==> config.mk <==
export PLATFORM = sky130hd
export DESIGN_NAME = mmm_r2mm_iter
export DESIGN_NICKNAME = d
export VERILOG_FILES = /design/src/rtl/mmm_r2mm_iter.sv
export SDC_FILE = /design/constraint.sdc
export NUM_CORES = 1
export LEC_CHECK = 0
export CORE_MARGIN = 2
export CORE_UTILIZATION = 40
export DETAILED_ROUTE_END_ITERATION = 12
export DONT_BUFFER_PORTS = 1
export GPL_TIMING_DRIVEN = 0
export PLACE_DENSITY_LB_ADDON = 0.08
export SLEW_MARGIN = 15
export SYNTH_ARGS = -nofsm -noshare
export SYNTH_HDL_FRONTEND = slang
export SYNTH_SLANG_ARGS = --single-unit
==> constraint.sdc <==
create_clock -name clk -period 8 [get_ports clk]
set_clock_uncertainty 0.2 [all_clocks]
set_input_delay 1.6 -clock clk [delete_from_list [all_inputs] [get_ports clk]]
set_output_delay 1.6 -clock clk [all_outputs]
set_load 0.01 [all_outputs]
==> src/rtl/mmm_r2mm_iter.sv <==
// Iterative radix-2^D Montgomery multiplier: res = x*y*2^-K mod m.
// D chained radix-2 steps are applied per CALC cycle; K/D cycles per product.

module mmm_r2mm_step #(
  parameter int K = 64
) (
  input  logic [K:0]   s_in,
  input  logic         b,
  input  logic [K-1:0] y,
  input  logic [K-1:0] m,
  output logic [K:0]   s_out
);

  logic [K+1:0] a_y;
  logic [K+1:0] a_m;
  logic         unused_lsb;

  // Adding m when a_y is odd makes the sum even, so the shift is exact.
  always_comb begin
    a_y = {1'b0, s_in} + (b ? {2'b0, y} : '0);
    a_m = a_y[0] ? a_y + {2'b0, m} : a_y;
    {s_out, unused_lsb} = a_m;
  end

endmodule

module mmm_r2mm_iter #(
  parameter int K         = 64,
  parameter int D         = 1,
  parameter int FINAL_SUB = 1
) (
  input  logic         clk,
  input  logic         rst,
  input  logic         in_valid,
  output logic         in_ready,
  input  logic [K-1:0] x,
  input  logic [K-1:0] y,
  input  logic [K-1:0] m,
  output logic         out_valid,
  input  logic         out_ready,
  output logic [K:0]   res
);

  localparam int ITERS = K / D;
  localparam int CW    = (ITERS > 1) ? $clog2(ITERS) : 1;

  generate
    if ((D < 1) || (D > K) || ((K % D) != 0)) begin : g_bad_params
      $error("mmm_r2mm_iter: D must divide K and satisfy 1 <= D <= K");
    end
  endgenerate

  typedef enum logic [1:0] {IDLE, CALC, SUB, DONE} state_t;

  state_t          state, state_nxt;
  logic [K-1:0]    xr, yr, mr;
  logic [K:0]      s;
  logic [CW-1:0]   cnt;
  logic            last;
  logic [D:0][K:0] chain;

  assign last      = (cnt == CW'(ITERS - 1));
  assign in_ready  = (state == IDLE);
  assign out_valid = (state == DONE);

  // One step per multiplier bit, LSB of the shifting x register first.
  assign chain[0] = s;
  generate
    for (genvar g = 0; g < D; g++) begin : g_step
      mmm_r2mm_step #(.K(K)) u_step (
        .s_in  (chain[g]),
        .b     (xr[g]),
        .y     (yr),
        .m     (mr),
        .s_out (chain[g+1])
      );
    end
  endgenerate

  always_ff @(posedge clk) begin
    if (rst) state <= IDLE;
    else     state <= state_nxt;
  end

  always_comb begin
    state_nxt = state;
    case (state)
      IDLE: if (in_valid) state_nxt = CALC;
      CALC: if (last)     state_nxt = (FINAL_SUB != 0) ? SUB : DONE;
      SUB:                state_nxt = DONE;
      DONE: if (out_ready) state_nxt = IDLE;
      default:            state_nxt = IDLE;
    endcase
  end

  always_ff @(posedge clk) begin
    if (rst) begin
      xr  <= '0;
      yr  <= '0;
      mr  <= '0;
      s   <= '0;
      cnt <= '0;
      res <= '0;
    end else begin
      case (state)
        IDLE: begin
          if (in_valid) begin
            xr  <= x;
            yr  <= y;
            mr  <= m;
            s   <= '0;
            cnt <= '0;
          end
        end
        CALC: begin
          s   <= chain[D];
          xr  <= xr >> D;
          cnt <= cnt + 1'b1;
          if (last && (FINAL_SUB == 0)) res <= chain[D];
        end
        SUB: begin
          // S < 2m after CALC, so one conditional subtract fully reduces.
          if (s >= {1'b0, mr}) res <= s - {1'b0, mr};
          else                 res <= s;
        end
        default: ;
      endcase
    end
  end

endmodule

* Word level (Yosys, flattened, before mapping)
Index checks and enable logic that the tools add are counted.
** Cells by class
- Add/subtract/negate cells :: 4
- Magnitude comparators :: 1
- Equality and inequality tests :: 7
- Multiplexer cells :: 13
- Reductions and logical operators :: 5
** Operator list (count)
- 2-to-1 mux 65 bit :: 2
- one-hot mux 65 bit (2 select lines) :: 1
- 2-to-1 mux 64 bit :: 2
- one-hot mux 64 bit (2 select lines) :: 1
- adder 65 x 66 -> 66 bit :: 1
- adder 66 x 64 -> 66 bit :: 1
- 2-to-1 mux 66 bit :: 1
- greater-or-equal comparator 65 x 64 -> 1 bit :: 1
- subtractor 65 x 64 -> 65 bit :: 1
- one-hot mux 6 bit (2 select lines) :: 1
- one-hot mux 2 bit (4 select lines) :: 1
- adder 6 x 1 -> 6 bit, second input constant :: 1
- equality test 6 bit, second input constant :: 1
- 2-to-1 mux 2 bit :: 3
- 2-to-1 mux 6 bit :: 1
- equality test 2 bit, second input constant :: 2
- inequality test 2 bit, second input constant :: 2
- AND reduction 2 bit :: 2
- AND reduction 3 bit :: 1
- equality test 2 x 1 -> 1 bit, second input constant :: 1
- zero test 2 bit :: 1
- inequality test 2 x 1 -> 1 bit, second input constant :: 1
- nonzero test 2 bit :: 1
** Storage, ports and cells
- Register bits :: 330
- Logic and storage cells :: 37

* Longest topological paths before layout
Gate-level depths: netlist of the first run.
- Depth in word-level cells :: 5
- Gate-level depth with buffers :: 29
- Gate-level depth less buffers :: 27

* Modules after synthesis
Synthesis of the first run repeated with hierarchy kept, for this count alone.
** Unflattened totals
- Cell total of the unflattened synthesis :: 3465
- Area, all modules :: 25977.4 sq um
** Modules (own cells, without submodules)
- mmm_r2mm_iter :: instances 1, cells an instance 2150, area each 16952.5 sq um
- mmm_r2mm_step :: instances 1, cells an instance 1315, area each 9024.9 sq um

* Least setup slack after synthesis of the first run
Ideal clock, no wire load.
- Path type :: register -> register
- Start point :: register xr[0]
- End point :: register s[58]
- Setup time :: 0.127 ns
- Data arrival time :: 5.178 ns
- Data required time :: 7.673 ns
- Setup slack :: 2.495 ns
- Cell stages (with the launch flop) :: 30
- Buffers on the path :: 2
- Cell sequence :: dfxtp_1 clkbuf_1 and2_1 ha_1 inv_1 fa_1 nand2b_1 a21oi_1 o211a_1 o31ai_1 a21oi_1 o21bai_1 a21oi_1 o21ai_0 a21oi_1 o21a_1 nor2_1 ha_1 buf_2 nand4_1 or4_1 o21ai_0 a31oi_1 o31ai_4 a32oi_1 nand2_1 a21oi_1 o21bai_1 mux2i_1 or3_1
** Between the ends
- Longest elaborated chain between the ends :: 5
** RTL lines
- from (decl) :: RTL line 56 : logic [K-1:0] xr, yr, mr;
- from (signal assigned) :: RTL line 117 : xr <= xr >> D;
- 2-to-1 mux 64 bit * :: RTL line 20 : a_y = {1'b0, s_in} + (b ? {2'b0, y} : '0);
- adder 65 x 66 -> 66 bit * :: RTL line 20
- adder 66 x 64 -> 66 bit :: RTL line 21 : a_m = a_y[0] ? a_y + {2'b0, m} : a_y;
- 2-to-1 mux 66 bit * :: RTL line 21
- one-hot mux 65 bit (2 select lines) * :: RTL line 105 : case (state)
- to (signal assigned) :: RTL line 116 : s <= chain[D];
- to (decl) :: RTL line 57 : logic [K:0] s;
Mark *: on every way between the ends. The rest lies on a longest branch, timed or not.
A chain may end at the register's enable or synchronous reset.

* Final worst setup path of the first run
- Start point :: register xr[0]
- End point :: register s[64]
The elaborated chain is that of the path after synthesis.

==> impl_metrics.yaml, run 1 <==
status:
  status: "finished, final reports clean"
grt:
  grtUsageMet1_pct: 42.9
  grt_use_met3_pct: 5.40
  grt_max_degree: 14
  grt_pass1_vias: 23700
  grt_use_total_pct: 31.1
  grt_overflow: 0
  busiest_layer: "met2"
  grt_pass1_wl_um: 151000
  grt_antenna_before_repair: 4
  use_met2_pct: 49.0
clocking:
  htreeDepth: 2
  cts_buffer_depth: 3
  cts_setup_buffers: 0
  numCtsBuffers: 42
  cts.root.buffer_cell: "clkbuf_16"
  clock_sinks: 330
  path_clk_slew_ns: 0.06
  ctsResizeCount: 2
  clock_latency_ns: 0.60
  postCtsHoldBufs: 0
  cts_tree: "yes"
synthesis:
  synth_area_per_cell_um2: 7.49
  synthArstFlopShare_pct: 0
  yosys.cell_types.count: 89
  ys_ff_latch: 330
  yosysSeqAreaShare_pct: 26.2
  synth.cell_area_mm2: 0.0252
  yosys_warnings: 0
  syn_nets: 3759
  synth_edf_count: 0
  synth_ff_type: "dfxtp_1"
  synthCells: 3364
sta:
  setup_viol: 0
  fin_ws_ns: 0.256
  relSlewSlack_pct: 17.1
  fin_crit_sh_pct: 96.8
  slew_viol_final: 0
  tns_ns: 0
  rsz0062_at_grt: "false"
  hold_viol_final: 0
  timing.fmax_mhz: 129
  min_period_ns: 7.74
  worstMarginPinSlew_ns: 1.24
critical_path:
  path_class: "reg -> reg"
  crit_path_frequent_cell: "a21oi_1"
  arrival_ns: 7.98
  slowest_stage: "a32oi_1"
  crit_fanout: 10
  cp.required_ns: 8.24
  critPathCaptureType: "flop"
  path_cells: "buf_2 > clkbuf_1 > and2_1 > ha_1 > a21oi_1 > o211ai_1 > a21oi_1 > o211ai_1 > a31oi_2 > o21bai_1 > a21oi_1 > o221ai_1 > xor2_1 > ha_1 > clkbuf_1 > and3_1 > nand2_1 > nor4_1 > a32oi_1 > a21oi_1 > nor2b_1 > o2111ai_1 > or4b_1 > o311ai_1"
  max_stage_delay_ns: 0.65
  worst_path_dominant_cell_family: "compound AO/OA/AOI/OAI gates"
  cp-start-kind: "flop"
  cp_num_buf_inv: 3
placed_design:
  place.port_buffers: 0
  globalplace.congestion: 1.00
  hpwl_um: 84100
  post-place-ws_ns: -0.368
detailed_routing:
  dr.pass1.iters: 6
  vias: 25400
  first_iter_violations: 2539
  vias_per_cell: 5.94
  totalWireLength_um: 104000
  wl_per_cell_um: 24.4
  drc_errors: 0
  antenna_left: 0
floorplanning:
  fp.coreArea_mm2: 0.0619
  io_pins: 263
  die_area_mm2: 0.0650
  row_count: 91
  die_h_um: 255
  fp.dieW_um: 255
  initial_core_util_pct: 40.7
cells_and_area:
  finalNetCount: 3804
  final_common_cell: "nand2_1"
  diodes: 0
  multiInputGateArea_mm2: 0.0173
  regArea_mm2: 0.00661
  fillers: 6554
  areaGrowthSynthToFinish_pct: 9.74
  final_cell_mix: "nand2_1, a21oi_1, dfxtp_1"
  layout-drive-gt1-share_pct: 4.04
power_and_ir_drop:
  peakVddDrop_uv: 185
  p_leak_uw: 0.0114
  powerDensity_mw_per_mm2: 292
job:
  cap_violations: 0
hold_path:
  min_path_type: "reg -> reg"
-- per-layer routing --
layer,wire length (um),share of wire [%]
met1,47200,45
met2,46500,44
met3,7560,7.2
met4,3310,3.2
met5,0,0
-- cell families (layout without fill, tap and decap cells) --
family          Yosys count  after routing  synth area share (%)
simple gates           1143           1143                  20.6
compound gates         1058           1058                  26.9
buf+inv                 333            407                  5.18
flops                   330            330                  26.2
fa+ha+maj               199            199                  9.98
xor+xnor                175            175                  6.09
mux                     126            126                  5.05
-- metrics by stage --
stage / area [um2] / utilization [%] / power, uW / std cells / hold slack, ns
CTS: 27600 / 44.6 / 8070 / 4275 / 0.253
floorplan: 25200 / - / 4890 / 3364 / 0.232
global route: 27600 / 44.6 / 8550 / 4275 / 0.271
global placement: 26200 / 42.4 / 6060 / 4201 / 0.242
finish: 27600 / 44.6 / 8070 / 4275 / 0.252
detailed placement: 26300 / 42.4 / 6130 / 4202 / 0.245
-- worst min-delay path, cell delays in order (launching register included) --
cell and delay [ns]:
dfxtp_1 0.30, nand2_1 0.05, a21oi_1 0.05
-- worst paths after layout --
check | start | cells after the start | to | slack, ns
worst max-delay path | xr[0] | 24 | s[64] | 0.26
worst min-delay path | yr[4] | 2 | yr[4] | 0.25
worst max register to register | xr[0] | 24 | s[64] | 0.26
worst min register to register | yr[4] | 2 | yr[4] | 0.25
-- Yosys cell counts, types with 33 or more instances --
library cell    n  area (um2)
a211oi_1      120         901
a21o_1        123         923
a21oi_1       390        1950
and2_1         84         526
clkbuf_1      176         661
dfxtp_1       330        6610
ha_1          196        2450
inv_1         120         450
mux2i_1       118        1180
nand2_1       445        1670
nand2b_1       38         238
nand3_1        55         275
nand4_1        58         363
nor2_1        312        1170
nor3_1         45         225
o211ai_1       33         248
o21ai_0       143         716
o21bai_1       37         278
xnor2_1       113         990
xor2_1         62         543
-- power by group --
group	total (uW)	switching (uW)	internal (uW)	leakage, uW
sequential	2440	390	2050	0.00270
clock	1910	832	1080	0.000645
combinational	3720	2500	1220	0.00806
-- layout make-up --
class / count / share of cell area [%]
multi-input combinational: 2701 / 62.6
sequential: 330 / 23.9
clock buffer: 52 / 4.08
tap: 837 / 3.79
buffer: 211 / 3.08
inverter: 122 / 1.66
clock inverter: 21 / 0.815
timing repair buffer: 1 / 0.0543
-- sequential cells by signal (all words and copies together), names as in the netlist --
signal and count:
res 65, s 65, mr 64, xr 64
yr 64, cnt 6, state 2
Note: power is estimated with default switching activity, not from simulation.
==> run 2, diff against run 1 <==
Settings changed: SKIP_LAST_GASP from default to 1.
==> run 2 against run 1 <==
Against the previous run:
- non-clock buffer count unchanged
- largest cell class unchanged
- wire length about the same
- sequential power about the same
- setup slack got worse by 0.080 ns
==> impl_metrics.yaml, run 2 (same netlist as run 1, synthesis figures left out) <==
status:
  status: "finished, final reports clean"
grt:
  grt_pass1_wl_um: 151000
  grt_max_degree: 14
  grt_overflow: 0
  grt_antenna_before_repair: 4
  grt_pass1_vias: 23700
  grt_use_total_pct: 31.1
critical_path:
  critPathCaptureType: "flop"
  cp.required_ns: 8.27
  startpoint: "xr[0]"
  arrival_ns: 8.10
  reg2reg_slack_ns: 0.18
  r2r_start: "xr[0]"
  cp-start-kind: "flop"
  crit_fanout: 10
  path_class: "reg -> reg"
  r2r_cells: 24
sta:
  fin_ws_ns: 0.177
  whs_ns: 0.252
  fin_crit_sh_pct: 97.8
  hold_viol_final: 0
  relSlewSlack_pct: 16.2
  tns_ns: 0
  timing.fmax_mhz: 128
  min_period_ns: 7.82
  worstMarginPinSlew_ns: 1.26
  slew_viol_final: 0
  setup_viol: 0
  rsz0062_at_grt: "true"
floorplanning:
  row_count: 91
  io_pins: 263
  fp.dieW_um: 255
  die_area_mm2: 0.0650
  initial_core_util_pct: 40.7
  die_h_um: 255
  fp.coreArea_mm2: 0.0619
cells_and_area:
  largestRegisters: "res: 65 flops, s: 65 flops"
  final_cell_mix: "nand2_1, a21oi_1, dfxtp_1"
  areaGrowthSynthToFinish_pct: 9.72
  regArea_mm2: 0.00661
  final_common_cell: "nand2_1"
  diodes: 0
  finalNetCount: 3804
  multiInputGateArea_mm2: 0.0173
  layout.cells.non_filler: 4275
  fillers: 6554
  layout-drive-gt1-share_pct: 4.01
power_and_ir_drop:
  peakVddDrop_uv: 185
  clockPowerShare_pct: 23.7
  internal-power_uw: 4340
  powerDensity_mw_per_mm2: 292
  p_leak_uw: 0.0114
  p_sw_share_pct: 46.2
  totalPowerFinal_uw: 8070
  p_switching_uw: 3730
  p_seq_share_pct: 30.2
  combPwrFrac_pct: 46.1
hold_path:
  min_from: "yr[4]"
  min_path_type: "reg -> reg"
  min_delay_path_depth: 2
detailed_routing:
  vias: 25500
  wl_per_cell_um: 24.4
  totalWireLength_um: 104000
  dr.pass1.iters: 6
  drc_errors: 0
  first_iter_violations: 2498
  antenna_left: 0
  vias_per_cell: 5.96
job:
  cap_violations: 0
placed_design:
  globalplace.congestion: 1.00
  hpwl_um: 84100
  place.port_buffers: 0
  post-place-ws_ns: -0.368
  placed_cells: 4202
clocking:
  htreeDepth: 2
  numCtsBuffers: 42
  cts_tree: "yes"
  clock_latency_ns: 0.60
  cts.root.buffer_cell: "clkbuf_16"
  ctsResizeCount: 2
  cts_buffer_depth: 3
  postCtsHoldBufs: 0
  clock_sinks: 330
  path_clk_slew_ns: 0.06
  cts_setup_buffers: 0
## run 2: cell count changes in the layout (fill, tap and decap cells not counted)
cell	previous run	this run
a31oi_2	3	2
clkbuf_2	4	5
a31oi_1	22	23
buf_2	17	16
## run 2: area by class of cell
class	count	share of cell area, %
Clock inverter	21	0.815
Buffer	211	3.08
Inverter	122	1.66
Tap cell	837	3.79
Multi-Input combinational cell	2701	62.6
Timing Repair Buffer	1	0.0543
Sequential cell	330	23.9
Clock buffer	52	4.08
## run 2: metal layers
metal / part of all wire, % / track usage [%]
met1: 45 / 42.9
met2: 44 / 49.0
met3: 7.0 / 5.40
met4: 3.3 / 9.94
met5: 0 / 0
## run 2: through the flow
stage	utilization [%]	instance area, um2
6_report	44.6	27600
5_1_grt	44.6	27600
4_1_cts	44.6	27600
3_5_place_dp	42.4	26300
3_3_place_gp	42.4	26200
2_1_floorplan	-	25200
## run 2: path summary, 6_finish.rpt
check               end
setup / recovery  s[58]
hold / removal    yr[4]
hold reg to reg   yr[4]
setup reg to reg  s[58]
## run 2: power by group through the flow
stage / logic, uW / clock network (uW) / registers (uW)
CTS: 3680 / 1950 / 2430
global placement: 3610 / 0 / 2450
floorplan: 2580 / 0 / 2300
finish: 3720 / 1910 / 2440
detailed placement: 3660 / 0 / 2470
global route: 4060 / 2020 / 2480
## run 2: critical path: stages (launching register included)
cell	delay [ns]
dfxtp_1	0.32
clkbuf_2	0.55
clkbuf_1	0.38
and2_1	0.22
ha_1	0.30
a21oi_1	0.19
o211ai_1	0.23
a21oi_1	0.39
o211ai_1	0.31
a31oi_2	0.46
o21bai_1	0.18
a21oi_1	0.43
o221ai_1	0.21
xor2_1	0.29
ha_1	0.28
clkbuf_1	0.20
and3_1	0.26
nand2_1	0.12
nor4_1	0.06
a32oi_1	0.65
nand2_1	0.25
a21oi_1	0.42
o21bai_1	0.18
mux2i_1	0.16
or3_1	0.39
